**src/rtl/wrapper_b2a_mask_supply_if.sv**
```systemverilog
// Handshake and mask-word bundle between the mask supply and the B2A wrapper.
// master = supply side (drives z words), slave = consumer side.
interface wrapper_b2a_mask_supply_if #(
  parameter int BIT_WIDTH = 32
);
  logic                 flush;
  logic                 seed_load;
  logic [BIT_WIDTH-1:0] seed;
  logic                 take;
  logic [BIT_WIDTH-1:0] z0;
  logic [BIT_WIDTH-1:0] z1;
  logic [BIT_WIDTH-1:0] z2;
  logic [BIT_WIDTH-1:0] z3;
  logic [BIT_WIDTH-1:0] z4;
  logic [BIT_WIDTH-1:0] z5;
  logic                 z_valid;
  logic [2:0]           fill_count;

  modport master (
    input  flush, seed_load, seed, take,
    output z0, z1, z2, z3, z4, z5, z_valid, fill_count
  );

  modport slave (
    output flush, seed_load, seed, take,
    input  z0, z1, z2, z3, z4, z5, z_valid, fill_count
  );
endinterface

```
**src/rtl/wrapper_b2a_mask_supply.sv**
```systemverilog
// Double-buffered xorshift32 mask supply: the back bank refills one word per
// edge while the front bank holds six stable words for the B2A wrapper.
module wrapper_b2a_mask_supply #(
  parameter int          BIT_WIDTH = 32,
  parameter logic [31:0] SEED      = 32'h00000001
) (
  input  logic                          g_clk,
  input  logic                          g_reset,
  wrapper_b2a_mask_supply_if.master     bus
);
  localparam int NWORDS = 6;
  // An all-zero state would lock xorshift at zero forever.
  localparam logic [BIT_WIDTH-1:0] SEED_INIT =
    (SEED == 32'd0) ? BIT_WIDTH'(1) : BIT_WIDTH'(SEED);

  function automatic logic [BIT_WIDTH-1:0] xs_next(input logic [BIT_WIDTH-1:0] v);
    logic [BIT_WIDTH-1:0] t;
    t = v ^ (v << 13);
    t = t ^ (t >> 17);
    return t ^ (t << 5);
  endfunction

  logic [BIT_WIDTH-1:0] s_reg;
  logic [BIT_WIDTH-1:0] back_reg  [NWORDS];
  logic [BIT_WIDTH-1:0] front_reg [NWORDS];
  logic [2:0]           bcnt_reg;
  logic                 fvalid_reg;

  logic [BIT_WIDTH-1:0] gen_next;
  logic [BIT_WIDTH-1:0] seed_fixed;
  logic                 fill;
  logic                 xfer;

  assign gen_next   = xs_next(s_reg);
  assign seed_fixed = (bus.seed == '0) ? BIT_WIDTH'(1) : bus.seed;
  assign fill       = (bcnt_reg < 3'd6);
  assign xfer       = (bcnt_reg == 3'd6) && (!fvalid_reg || bus.take);

  always_ff @(posedge g_clk) begin
    if (g_reset) begin
      s_reg      <= SEED_INIT;
      bcnt_reg   <= 3'd0;
      fvalid_reg <= 1'b0;
      for (int i = 0; i < NWORDS; i++) begin
        front_reg[i] <= '0;
        back_reg[i]  <= '0;
      end
    end else if (bus.flush) begin
      bcnt_reg   <= 3'd0;
      fvalid_reg <= 1'b0;
      for (int i = 0; i < NWORDS; i++) begin
        front_reg[i] <= '0;
      end
    end else if (bus.seed_load) begin
      s_reg    <= seed_fixed;
      bcnt_reg <= 3'd0;
    end else begin
      if (fill) begin
        for (int i = 0; i < NWORDS; i++) begin
          if (bcnt_reg == 3'(i)) begin
            back_reg[i] <= gen_next;
          end
        end
        s_reg    <= gen_next;
        bcnt_reg <= bcnt_reg + 3'd1;
      end
      // fill and xfer are mutually exclusive, so bcnt has a single writer here.
      if (xfer) begin
        for (int i = 0; i < NWORDS; i++) begin
          front_reg[i] <= back_reg[i];
        end
        fvalid_reg <= 1'b1;
        bcnt_reg   <= 3'd0;
      end else if (bus.take && fvalid_reg) begin
        fvalid_reg <= 1'b0;
      end
    end
  end

  assign bus.z0         = front_reg[0];
  assign bus.z1         = front_reg[1];
  assign bus.z2         = front_reg[2];
  assign bus.z3         = front_reg[3];
  assign bus.z4         = front_reg[4];
  assign bus.z5         = front_reg[5];
  assign bus.z_valid    = fvalid_reg;
  assign bus.fill_count = bcnt_reg;
endmodule

```
**src/flat_wrapper.sv**
```systemverilog
// flat-port wrapper written by rule: the top's interface ports become plain ports
module wrapper_b2a_mask_supply_flat 
#(
  parameter int          BIT_WIDTH = 32,
  parameter logic [31:0] SEED      = 32'h00000001
)
  (g_clk, g_reset, bus_flush, bus_seed_load, bus_seed, bus_take, bus_z0, bus_z1, bus_z2, bus_z3, bus_z4, bus_z5, bus_z_valid, bus_fill_count);
  wrapper_b2a_mask_supply_if #(.BIT_WIDTH(BIT_WIDTH)) bus_i ();
  input  logic g_clk;
  input  logic g_reset;
  input wire logic [$bits(bus_i.flush)-1:0] bus_flush;
  input wire logic [$bits(bus_i.seed_load)-1:0] bus_seed_load;
  input wire logic [$bits(bus_i.seed)-1:0] bus_seed;
  input wire logic [$bits(bus_i.take)-1:0] bus_take;
  output wire logic [$bits(bus_i.z0)-1:0] bus_z0;
  output wire logic [$bits(bus_i.z1)-1:0] bus_z1;
  output wire logic [$bits(bus_i.z2)-1:0] bus_z2;
  output wire logic [$bits(bus_i.z3)-1:0] bus_z3;
  output wire logic [$bits(bus_i.z4)-1:0] bus_z4;
  output wire logic [$bits(bus_i.z5)-1:0] bus_z5;
  output wire logic [$bits(bus_i.z_valid)-1:0] bus_z_valid;
  output wire logic [$bits(bus_i.fill_count)-1:0] bus_fill_count;
  assign bus_i.flush = bus_flush;
  assign bus_i.seed_load = bus_seed_load;
  assign bus_i.seed = bus_seed;
  assign bus_i.take = bus_take;
  assign bus_z0 = bus_i.z0;
  assign bus_z1 = bus_i.z1;
  assign bus_z2 = bus_i.z2;
  assign bus_z3 = bus_i.z3;
  assign bus_z4 = bus_i.z4;
  assign bus_z5 = bus_i.z5;
  assign bus_z_valid = bus_i.z_valid;
  assign bus_fill_count = bus_i.fill_count;
  wrapper_b2a_mask_supply #(.BIT_WIDTH(BIT_WIDTH), .SEED(SEED)) u_core (.g_clk(g_clk), .g_reset(g_reset), .bus(bus_i));
endmodule
```
**config.mk**
```make
export PLATFORM = sky130hd
export DESIGN_NAME = wrapper_b2a_mask_supply_flat
export DESIGN_NICKNAME = d
export VERILOG_FILES = /design/src/rtl/wrapper_b2a_mask_supply_if.sv /design/src/rtl/wrapper_b2a_mask_supply.sv /design/src/flat_wrapper.sv
export SDC_FILE = /design/constraint.sdc
export NUM_CORES = 1
export LEC_CHECK = 0
export BUFFER_PORTS_ARGS = -buffer_cell sky130_fd_sc_hd__buf_2
export CAP_MARGIN = 20
export CORE_ASPECT_RATIO = 0.75
export CORE_MARGIN = 2
export CORE_UTILIZATION = 55
export DETAILED_ROUTE_END_ITERATION = 12
export GPL_TIMING_DRIVEN = 1
export PLACE_DENSITY = 0.77
export SYNTH_ARGS = -nofsm -noshare
export SYNTH_HDL_FRONTEND = slang
export SYNTH_SLANG_ARGS = --single-unit
```
**constraint.sdc**
```tcl
create_clock -name g_clk -period 13.7 [get_ports g_clk]
set_input_delay 2.74 -clock g_clk [delete_from_list [all_inputs] [get_ports g_clk]]
set_output_delay 2.74 -clock g_clk [all_outputs]
set_load 0.03 [all_outputs]
```
Word-level counts from Yosys, hierarchy flattened --
Memories as Yosys holds them, arrays and structs flattened. Index checks and enable logic that the tools add are counted.
Storage, ports and cells: bits in registers 36, bits in writable memories 384, input port bits 37, output and inout port bits 196, word-level logic and storage cells 117, memories kept 2
Cells by class: add/subtract/negate cells 1, $lt $le $gt $ge 1, equal/unequal tests 6, muxes and demuxes 69, bitwise logic cells 23, reductions and logical operators 12
Memory list:
- u_core.back_reg | words 6, bits a word 32, read ports 6, clocked after memory_dff 0, write ports 6, line wrapper_b2a_mask_supply.sv:24 | logic [BIT_WIDTH-1:0] back_reg [NWORDS];
- u_core.front_reg | words 6, bits a word 32, read ports 6, clocked after memory_dff 0, write ports 6, line wrapper_b2a_mask_supply.sv:25 | logic [BIT_WIDTH-1:0] front_reg [NWORDS];
Operator list (count):
- $mux W32 | 21
- $xor A32 B32 Y32 | 2
- $mux W1 | 48
- $logic_not A32 Y1 | 1
- $xor A32 B15 Y32 | 1
- $or A1 B1 Y1 | 18
- $eq A3 B3 Y1 const B | 3
- $eq A3 B2 Y1 const B | 2
- $reduce_and A2 Y1 | 2
- $reduce_bool A2 Y1 | 2
- $reduce_or A4 Y1 | 1
- $add A3 B1 Y3 const B | 1
- $eq A3 B1 Y1 const B | 1
- $logic_not A3 Y1 | 1
- $lt A3 B3 Y1 const B | 1
- $logic_and A1 B1 Y1 | 2
- $not A1 Y1 | 2
- $reduce_or A2 Y1 | 1
- $logic_not A1 Y1 | 1
- $logic_or A1 B1 Y1 | 1

Depth between registers and ports, before layout --
Gate-level depths: netlist of run 1.
depth after elaboration 9, gate-level depth with buffers 7

Least setup slack after synthesis of run 1 --
Ideal clock, no wire load.
path kind input port to flip-flop, start input port bus_seed_load, end memory u_core.front_reg[0][0], enable pin, library setup time 548 ps, arrival time 7452 ps, data required time 13152 ps, slack 5700 ps, stages on the path 4, path buffers 2, cells stage by stage buf_2 > nor4_2 > clkbuf_1 > nand2b_1
RTL lines:
- start: declaration | line flat_wrapper.sv:12 | input wire logic [$bits(bus_i.seed_load)-1:0] bus_seed_load;
- end: declaration | line wrapper_b2a_mask_supply.sv:25

Final worst setup path of run 1 --
start input port bus_seed_load, end register u_core.s_reg[19]
On the way: word-level cells in the longest chain between the ends 2
Ends and longest elaborated chain:
- $reduce_bool A2 Y1 (no line)
- $reduce_and A2 Y1 (no line)
- end signal: assignment | line wrapper_b2a_mask_supply.sv:55 | s_reg <= seed_fixed;
- end signal: assignment | line wrapper_b2a_mask_supply.sv:64 | s_reg <= gen_next;
- end: declaration | line wrapper_b2a_mask_supply.sv:23 | logic [BIT_WIDTH-1:0] s_reg;
Several ways; a longest one is shown, not always the timed one. A chain may end at the register's enable or synchronous reset.

==> results of run 1 <==
## routing by layer
layer | part of all wire | up-vias
met5 | 0 | -
met4 | 0.021 | 0
met3 | 0.092 | 61
met2 | 0.45 | 463
met1 | 0.43 | 4596
li1 | - | 4330
## worst max path at each step
stage / end / cells past startpoint / from
finish: u_core.s_reg[19]$_SDFFE_PP0P_ / 6 / bus_seed_load
floorplan: u_core.front_reg[0][0]$_SDFFCE_PN0P_ / 4 / bus_seed_load
CTS: u_core.s_reg[7]$_SDFFE_PP0P_ / 5 / bus_seed_load
global placement: u_core.s_reg[7]$_SDFFE_PP0P_ / 5 / bus_seed_load
detailed placement: u_core.s_reg[19]$_SDFFE_PP0P_ / 5 / bus_seed_load
global route: u_core.s_reg[13]$_SDFFE_PP0P_ / 6 / bus_seed_load
## Yosys cell counts
| cell type | count |
|---|---|
| a211o_2 | 2 |
| o21bai_2 | 1 |
| o21ai_0 | 3 |
| a31oi_1 | 7 |
| xor3_1 | 1 |
| xnor3_1 | 2 |
| o21ai_1 | 3 |
| nand3_1 | 16 |
| nor4b_1 | 6 |
| nor4_2 | 1 |
| clkinv_1 | 1 |
| o221ai_1 | 4 |
| xor2_1 | 17 |
| ha_1 | 5 |
| xnor2_2 | 3 |
| xnor3_4 | 2 |
| a211oi_1 | 2 |
| o211a_1 | 5 |
| nor3_1 | 4 |
| nand2b_1 | 2 |
| xnor2_1 | 29 |
| xor2_2 | 6 |
| nand2_1 | 29 |
| buf_2 | 8 |
| nand4_1 | 4 |
| a211o_1 | 10 |
| a221o_1 | 1 |
| o21ai_2 | 2 |
| and3_1 | 1 |
| o31ai_1 | 1 |
| o21a_1 | 1 |
| a21oi_1 | 16 |
| inv_1 | 5 |
| nor2_1 | 214 |
| o211ai_1 | 8 |
| and2_1 | 192 |
| dfxtp_1 | 36 |
| clkbuf_1 | 53 |
| xnor2_4 | 2 |
| edfxtp_1 | 384 |
| nor4_1 | 9 |
## final cells by class
| class | instances | area, sq um |
|---|---|---|
| Timing Repair Buffer | 263 | 1480 |
| Inverter | 6 | 22.5 |
| Sequential cell | 420 | 12300 |
| Fill cell | 2075 | 9830 |
| Clock inverter | 21 | 174 |
| Clock buffer | 50 | 1060 |
| Multi-Input combinational cell | 611 | 3680 |
| Tap cell | 392 | 490 |
## stage by stage
step                area, sq um  std cells
floorplan                 16200       1098
detailed placement        17900       1688
global route              19200       1763
finish                    19200       1763
CTS                       19100       1759
global placement          17700       1679
## where the power goes
part,internal (mW),switching (mW),total (mW)
sequential,1.46,0.0362,1.50
combinational,0.144,0.454,0.598
clock,0.589,0.455,1.04
total,2.20,0.945,3.14
## tightest hold or removal path: stages, from the launching register on
cell	delay [ns]
dfxtp_1	0.32
nand2_1	0.06
a21oi_1	0.05
## cells by family after synthesis
kind of cell	after synthesis
compound gates	66
xor+xnor	62
fa+ha+maj	5
buf+inv	67
flops	420
simple gates	478
==> results.cfg, run 1 <==
[run_status]
outcome = finished clean

[setup_path]
crit_slowest_cell = clkinv_1
crit_path_cell_trace = buf_2 > clkinv_1 > a31oi_1 > clkbuf_4 > nand3_1 > o221ai_1
r2r_cells = 5
reg2reg_to = u_core.front_reg[0][43]$_SDFFCE_PN0P_
crit_path_max_incr_delay_ns = 0.95
path_buf_inv = 3
cp_data_required_time_ns = 14.14
cp_max_fo = 36
r2r_start = u_core.bus.fill_count[1]$_SDFFE_PP0N_
critPathCaptureType = flip-flop
arrival_ns = 5.76
startpoint_type = input port
path_class = input port to flip-flop
r2r_slack_ns = 10.70
path_delay_family = buffers and inverters

[place]
hpwl_um = 23900
pre_cts_ws_ns = 7.30
io_buffer_count = 232
gp_congestion = 0.888

[logic_synthesis]
synth_top_family_by_area = simple AND/OR/NAND/NOR gates
synthTopCellsByArea = edfxtp_1 71%, and2_1 7.4%, nor2_1 5.0%
synth-seq-cells = 420
synth_cells = 1098
ys_warn_count = 0
synth_seq_area_share = 0.758
synthSimpleGateAreaFrac = 0.147
syn_avg_cell_area_sq_um = 14.7
synth_compound_area_frac = 0.0294
synth_cell_types = 41
synth_xor_xnor_area_share = 0.0449
syn_nets = 1140
synth_fa_ha_area_frac = 0.00387
synth_top_area_share = 0.714
syn-cell-area_sq_um = 16200
synth_top_area_cell = edfxtp_1
synth_mux_area_frac = 0

[run]
maxCapViolations = 0

[global_route]
overflow = 0
grt_pass1_vias = 9143
use_met1 = 0.364
track_usage = 0.244
busiest_layer = met2
antenna_found_initial = 0
grt_pass1_wl_um = 55500
gr-usage-met3 = 0.0550
grt_max_degree = 137
grt_use_met2 = 0.365

[cells_and_area]
final_common_cell = edfxtp_1
drive_gt1_frac = 0.249
diodes = 0
final_cell_mix = 384 x edfxtp_1, 232 x buf_2, 214 x nor2_1
final_util = 0.661
fin_nets = 1384
syn_to_final_growth_pct = 18.6

[sta]
tns_ns = 0
period_share = 0.388
slew_headroom = 0.230
fin_worst_skew_ns = 0.0135
max_freq_mhz = 188
layout_setup_ws_ns = 8.38
hold-worst-slack_ns = 0.475
setup_viol = 0
fin_crit_ns = 5.32
grt_setup_unrepaired = no
worstMarginPinSlew_ns = 1.15
final-hold-violation-count = 0
drv_slew = 0

[detailed_routing]
wl_per_cell_um = 21.0
drc = 0
num_vias = 9450
drtIter0Drc = 851
totalWireLength_um = 37000
firstDrtPassIters = 7
vias_per_cell = 5.36
ant_nets = 0

[floorplan]
die_width_um = 202
core_area_sq_um = 29000
pin_count = 233
dieArea_sq_um = 30800
num_rows = 54
die_h_um = 152
initial_core_util = 0.557

[cts]
postCtsSetupBuffers = 0
post_cts_resized = 0
cts.htree.levels = 2
cts_buffers = 40
cts_sinks = 420
clk_path_buf_depth = 3
cts.clk_slew.worst_paths_ns = 0.07
hold_buffers = 0
cts_root_buf = clkbuf_16
cts_tree = done
clk_latency_ns = 0.54

[worst_hold_path]
hold_end = u_core.s_reg[31]$_SDFFE_PP0P_
hold_class = flip-flop to flip-flop
hold_path_depth = 2
holdCritStartpoint = u_core.s_reg[31]$_SDFFE_PP0P_

[power_and_ir_drop]
cellPowerDensity_nw_per_um2 = 164
irDropWorstVdd_uv = 94.0
p_leak_nw = 7.89
finalPower_mw = 3.14
No activity file was read; power rests on OpenSTA's default activity.
==> inputs of run 2 (changes only) <==
ABC_AREA = 1   (was unset)
clock period = 4.9 ns   (was 13.7 ns; I/O delays follow)
==> results.cfg, run 2 <==
[run_status]
outcome = finished clean

[floorplan]
num_rows = 55
die_width_um = 207
pin_count = 233
initial_core_util = 0.562
core_area_sq_um = 30300
die_h_um = 156
dieArea_sq_um = 32400

[logic_synthesis]
synthTopCellsByArea = edfxtp_1 68%, nor2_1 9.0%, inv_1 6.4%
synth_cell_types = 22
synth_edf_count = 384
ys_warn_count = 0
synth_cells = 1585
yosys-top-cells-count = 409 x nor2_1, 384 x edfxtp_1, 288 x inv_1, 265 x nand2_1
synth_top_area_cell = edfxtp_1
syn-cell-area_sq_um = 17000
synth-seq-cells = 420
syn_avg_cell_area_sq_um = 10.7
synthFlopType = edfxtp_1
async_flop_share = 0
syn_nets = 1627
yosysMostFrequentCell = nor2_1
synth_seq_area_share = 0.720
synth_top_area_share = 0.677

[cts]
clk_latency_ns = 0.53
hold_buffers = 0
cts_root_buf = clkbuf_16
cts_tree = done
cts_sinks = 420
cts.clk_slew.worst_paths_ns = 0.07
postCtsSetupBuffers = 0
post_cts_resized = 0
clk_path_buf_depth = 3
cts_buffers = 40
cts.htree.levels = 2

[detailed_routing]
firstDrtPassIters = 5
drtIter0Drc = 1218
ant_nets = 0
wl_per_cell_um = 18.4
vias_per_cell = 5.14
num_vias = 11600
drc = 0
totalWireLength_um = 41500

[place]
io_buffer_count = 232
dp.cells = 2175
hpwl_um = 27400
pre_cts_ws_ns = 1.13
gp_congestion = 0.898
placed_area_sq_um = 18500

[cells_and_area]
final_cell_mix = 409 x nor2_1, 384 x edfxtp_1, 288 x inv_1
final_util = 0.655
syn_to_final_growth_pct = 16.4
final_common_cell = nor2_1
final_cell_area_sq_um = 19800
stdcell_count = 2249
drive_gt1_frac = 0.169
fin_nets = 1861
diodes = 0

[sta]
grt_setup_unrepaired = no
period_share = 0.654
fin_crit_ns = 3.20
fin_worst_skew_ns = 0.0146
max_freq_mhz = 312
tns_ns = 0
worstMarginPinSlew_ns = 1.11
setup_viol = 0
layout_setup_ws_ns = 1.70
drv_slew = 0
final-hold-violation-count = 0
slew_headroom = 0.261

[setup_path]
cp_data_required_time_ns = 5.10
critPathCaptureType = flip-flop
cp_max_fo = 82
crit_path_max_incr_delay_ns = 0.60
path_class = input port to flip-flop
r2r_start = u_core.bus.fill_count[0]$_SDFFE_PP0N_
crit_slowest_cell = nand2_8
crit_path_cell_trace = buf_2 > nor2_1 > inv_1 > nor2_2 > nand2_4 > nand2_8 > buf_12
r2r_slack_ns = 2.05
r2r_cells = 7
arrival_ns = 3.40
startpoint_type = input port
reg2reg_to = u_core.front_reg[0][77]$_SDFFCE_PN0P_

[global_route]
grt_max_degree = 83
antenna_found_initial = 0
gr-usage-met3 = 0.0458
busiest_layer = met2
grt_pass1_vias = 10900
use_met1 = 0.371
grt_use_met2 = 0.396
overflow = 0
grt_pass1_wl_um = 62400
track_usage = 0.253

[power_and_ir_drop]
irDropWorstVdd_uv = 215
p_leak_nw = 8.99
cellPowerDensity_nw_per_um2 = 408

[worst_hold_path]
hold_end = u_core.bus.z_valid$_SDFFE_PP0P_
holdCritStartpoint = u_core.bus.z_valid$_SDFFE_PP0P_
hold_path_depth = 2
hold_class = flip-flop to flip-flop

[run]
maxCapViolations = 0
-- run 2: cell count changes after synthesis, sizes merged, moves of 7 or more --
cell / delta
o21ai: +8
a21oi: +36
and2: -192
a211o: -12
xnor2: -31
a31oi: -7
nor2: +197
nand2: +236
inv: +284
nor4: -10
nand3: +36
buf: +29
clkbuf: -32
xor2: -23
-- run 2: metal layers --
metal,part of all wire,vias up
met4,0.021,0
met3,0.091,66
met1,0.43,5478
met5,0,-
met2,0.46,546
li1,-,5461
-- run 2: cell type report --
| class | count | area, sq um |
|---|---|---|
| multi-input combinational | 818 | 3360 |
| inverter | 289 | 1080 |
| sequential | 420 | 12300 |
| fill | 2290 | 10500 |
| timing repair buffer | 250 | 1340 |
| clock buffer | 52 | 1070 |
| tap | 399 | 499 |
| clock inverter | 21 | 219 |
-- run 2: report_power, final --
group	total [mW]	switching, mW	internal [mW]
sequential	4.13	0.0731	4.06
combinational	0.891	0.715	0.176
clock	3.06	1.30	1.76
total	8.08	2.08	5.99
-- run 2: logic make-up after synthesis --
| group | count (synthesis) | synth area share |
|---|---|---|
| simple gates | 736 | 0.168 |
| flops | 420 | 0.720 |
| buf+inv | 347 | 0.0843 |
| compound gates | 74 | 0.0229 |
| fa+ha+maj | 5 | 0.00368 |
| xor+xnor | 3 | 0.00154 |
-- run 2: per-stage QoR --
step	total power, mW	hold slack [ns]
after global routing	8.32	0.561
after CTS	8.10	0.503
after global placement	5.07	0.479
after floorplan	4.72	0.509
final	8.08	0.515
after detailed placement	5.08	0.496
-- run 2: how the worst max path moves through the flow --
stage	startpoint	end	slack, ns	cells after the start
floorplan	bus_flush	u_core.front_reg[0][0]$_SDFFCE_PN0P_	0.75	7
global placement	g_reset	u_core.front_reg[0][120]$_SDFFCE_PN0P_	1.21	7
detailed placement	g_reset	u_core.front_reg[0][120]$_SDFFCE_PN0P_	1.13	7
CTS	g_reset	u_core.front_reg[0][58]$_SDFFCE_PN0P_	1.67	7
global route	g_reset	u_core.front_reg[0][99]$_SDFFCE_PN0P_	1.50	7
finish	g_reset	u_core.front_reg[0][77]$_SDFFCE_PN0P_	1.70	7
-- run 2: critical path: cells and delay by family --
kind / cells / cell delay, ns
simple gates: 4 / 1.60
buf+inv: 3 / 0.74
==> inputs of run 3 (changes only) <==
CORE_UTILIZATION = 52   (was 55)
PLACE_DENSITY = 0.76   (was 0.77)
clock period = 2.75 ns   (was 4.9 ns; I/O delays follow)
==> results.cfg, run 3 (synthesis gave the netlist of run 2 again) <==
[setup_path]
critPathCaptureType = flip-flop
path_class = flip-flop to flip-flop
crit_path_max_incr_delay_ns = 0.35
reg2reg_to = u_core.front_reg[0][46]$_SDFFCE_PN0P_
arrival_ns = 2.38
r2r_start = u_core.bus.fill_count[0]$_SDFFE_PP0N_
path_delay_family = simple AND/OR/NAND/NOR gates
crit_slowest_cell = dfxtp_1
cp_data_required_time_ns = 2.98
path_buf_inv = 2
crit_path_cell_trace = inv_1 > ha_1 > nand2_1 > a21oi_1 > nand2_4 > nand2_8 > buf_12
startpoint_type = flip-flop
cp_max_fo = 40
r2r_slack_ns = 0.60
r2r_cells = 7

[sta]
fin_worst_skew_ns = 0.0179
setup_viol = 0
max_freq_mhz = 466
fin_crit_ns = 2.15
tns_ns = 0
grt_setup_unrepaired = no
period_share = 0.781
slew_headroom = 0.607
drv_slew = 0
final-hold-violation-count = 0
worstMarginPinSlew_ns = 0.589

[power_and_ir_drop]
p_leak_nw = 9.08
irDropWorstVdd_uv = 428
cellPowerDensity_nw_per_um2 = 702

[detailed_routing]
num_vias = 11600
firstDrtPassIters = 5
wl_per_cell_um = 18.0
drc = 0
ant_nets = 0
totalWireLength_um = 41600
drtIter0Drc = 1293
vias_per_cell = 5.05

[worst_hold_path]
hold_class = input port to flip-flop
hold_path_depth = 4
hold_end = u_core.bus.z_valid$_SDFFE_PP0P_
holdCritStartpoint = g_reset

[cts]
cts.clk_slew.worst_paths_ns = 0.06
cts_root_buf = clkbuf_16
cts_sinks = 420
clk_latency_ns = 0.56
clk_path_buf_depth = 3
cts.htree.levels = 2
cts_buffers = 41
post_cts_resized = 0
hold_buffers = 0
postCtsSetupBuffers = 0
cts_tree = done

[global_route]
grt_pass1_vias = 11200
grt_max_degree = 57
antenna_found_initial = 0
track_usage = 0.247
grt_pass1_wl_um = 63000
overflow = 0

[floorplan]
die_width_um = 213
initial_core_util = 0.527
die_h_um = 161
num_rows = 57
core_area_sq_um = 32300
dieArea_sq_um = 34200
pin_count = 233

[place]
gp_congestion = 0.911
hpwl_um = 28600
io_buffer_count = 232
placed_area_sq_um = 18900

[cells_and_area]
final_cell_mix = 409 x nor2_1, 384 x edfxtp_1, 288 x inv_1
final_cell_area_sq_um = 20100
final_common_cell = nor2_1
syn_to_final_growth_pct = 17.9
drive_gt1_frac = 0.173
diodes = 0
fin_nets = 1880

[run]
maxCapViolations = 0

[run_status]
outcome = finished clean
run 3: cell count changes in the layout (fill, tap and decap cells not counted), moves of 2 or more:
cell and change:
clkinv_2 -7, buf_12 +14, buf_4 +6, bufinv_16 -4, clkinv_1 +2
run 3: worst register-to-register path: stages, from the launching register on:
cell and delay, ns:
dfxtp_1 0.35, inv_1 0.11, ha_1 0.21, nand2_1 0.07
a21oi_1 0.32, nand2_4 0.22, nand2_8 0.24, buf_12 0.28
run 3: power breakdown:
group,switching (mW),internal [mW]
sequential,0.128,7.23
combinational,1.26,0.348
clock,2.32,2.82
total,3.70,10.4
run 3: layer usage:
layer | vias to the layer above | track usage | part of all wire
met4 | 0 | 0.0722 | 0.025
met1 | 5579 | 0.365 | 0.43
li1 | 5513 | - | -
met5 | - | 0 | 0
met2 | 475 | 0.382 | 0.46
met3 | 67 | 0.0395 | 0.085
run 3: worst max-delay path by stage:
stage                                                      from  depth (start not counted)  slack, ns                                      to
after floorplan                                       bus_flush                          7       0.07  u_core.front_reg[0][160]$_SDFFCE_PN0P_
after global placement                                bus_flush                          7       0.61   u_core.front_reg[0][45]$_SDFFCE_PN0P_
after detailed placement  u_core.bus.fill_count[0]$_SDFFE_PP0N_                          7       0.61   u_core.front_reg[0][45]$_SDFFCE_PN0P_
after CTS                 u_core.bus.fill_count[0]$_SDFFE_PP0N_                          7       0.60   u_core.front_reg[0][46]$_SDFFCE_PN0P_
after global routing      u_core.bus.fill_count[0]$_SDFFE_PP0N_                          7       0.47   u_core.front_reg[0][77]$_SDFFCE_PN0P_
final                     u_core.bus.fill_count[0]$_SDFFE_PP0N_                          7       0.60   u_core.front_reg[0][46]$_SDFFCE_PN0P_
run 3: stage by stage:
stage / hold slack, ns / power [mW] / worst slack [ns] / instances / utilization
5_1_grt: 0.325 / 14.6 / 0.468 / 2306 / 0.621
3_5_place_dp: 0.490 / 9.07 / 0.606 / 2237 / 0.584
4_1_cts: 0.284 / 14.1 / 0.595 / 2306 / 0.621
6_report: 0.305 / 14.1 / 0.603 / 2306 / 0.621
3_3_place_gp: 0.485 / 9.05 / 0.608 / 2237 / 0.584
2_1_floorplan: 0.509 / 8.40 / 0.0706 / 1585 / -
run 3: layout make-up:
type,count,area [sq um]
Inverter,289,1080
Tap cell,442,553
Clock buffer,54,1100
Fill cell,2558,12200
Clock inverter,15,104
Sequential cell,420,12300
Multi-Input combinational cell,818,3360
Timing Repair Buffer,268,1620
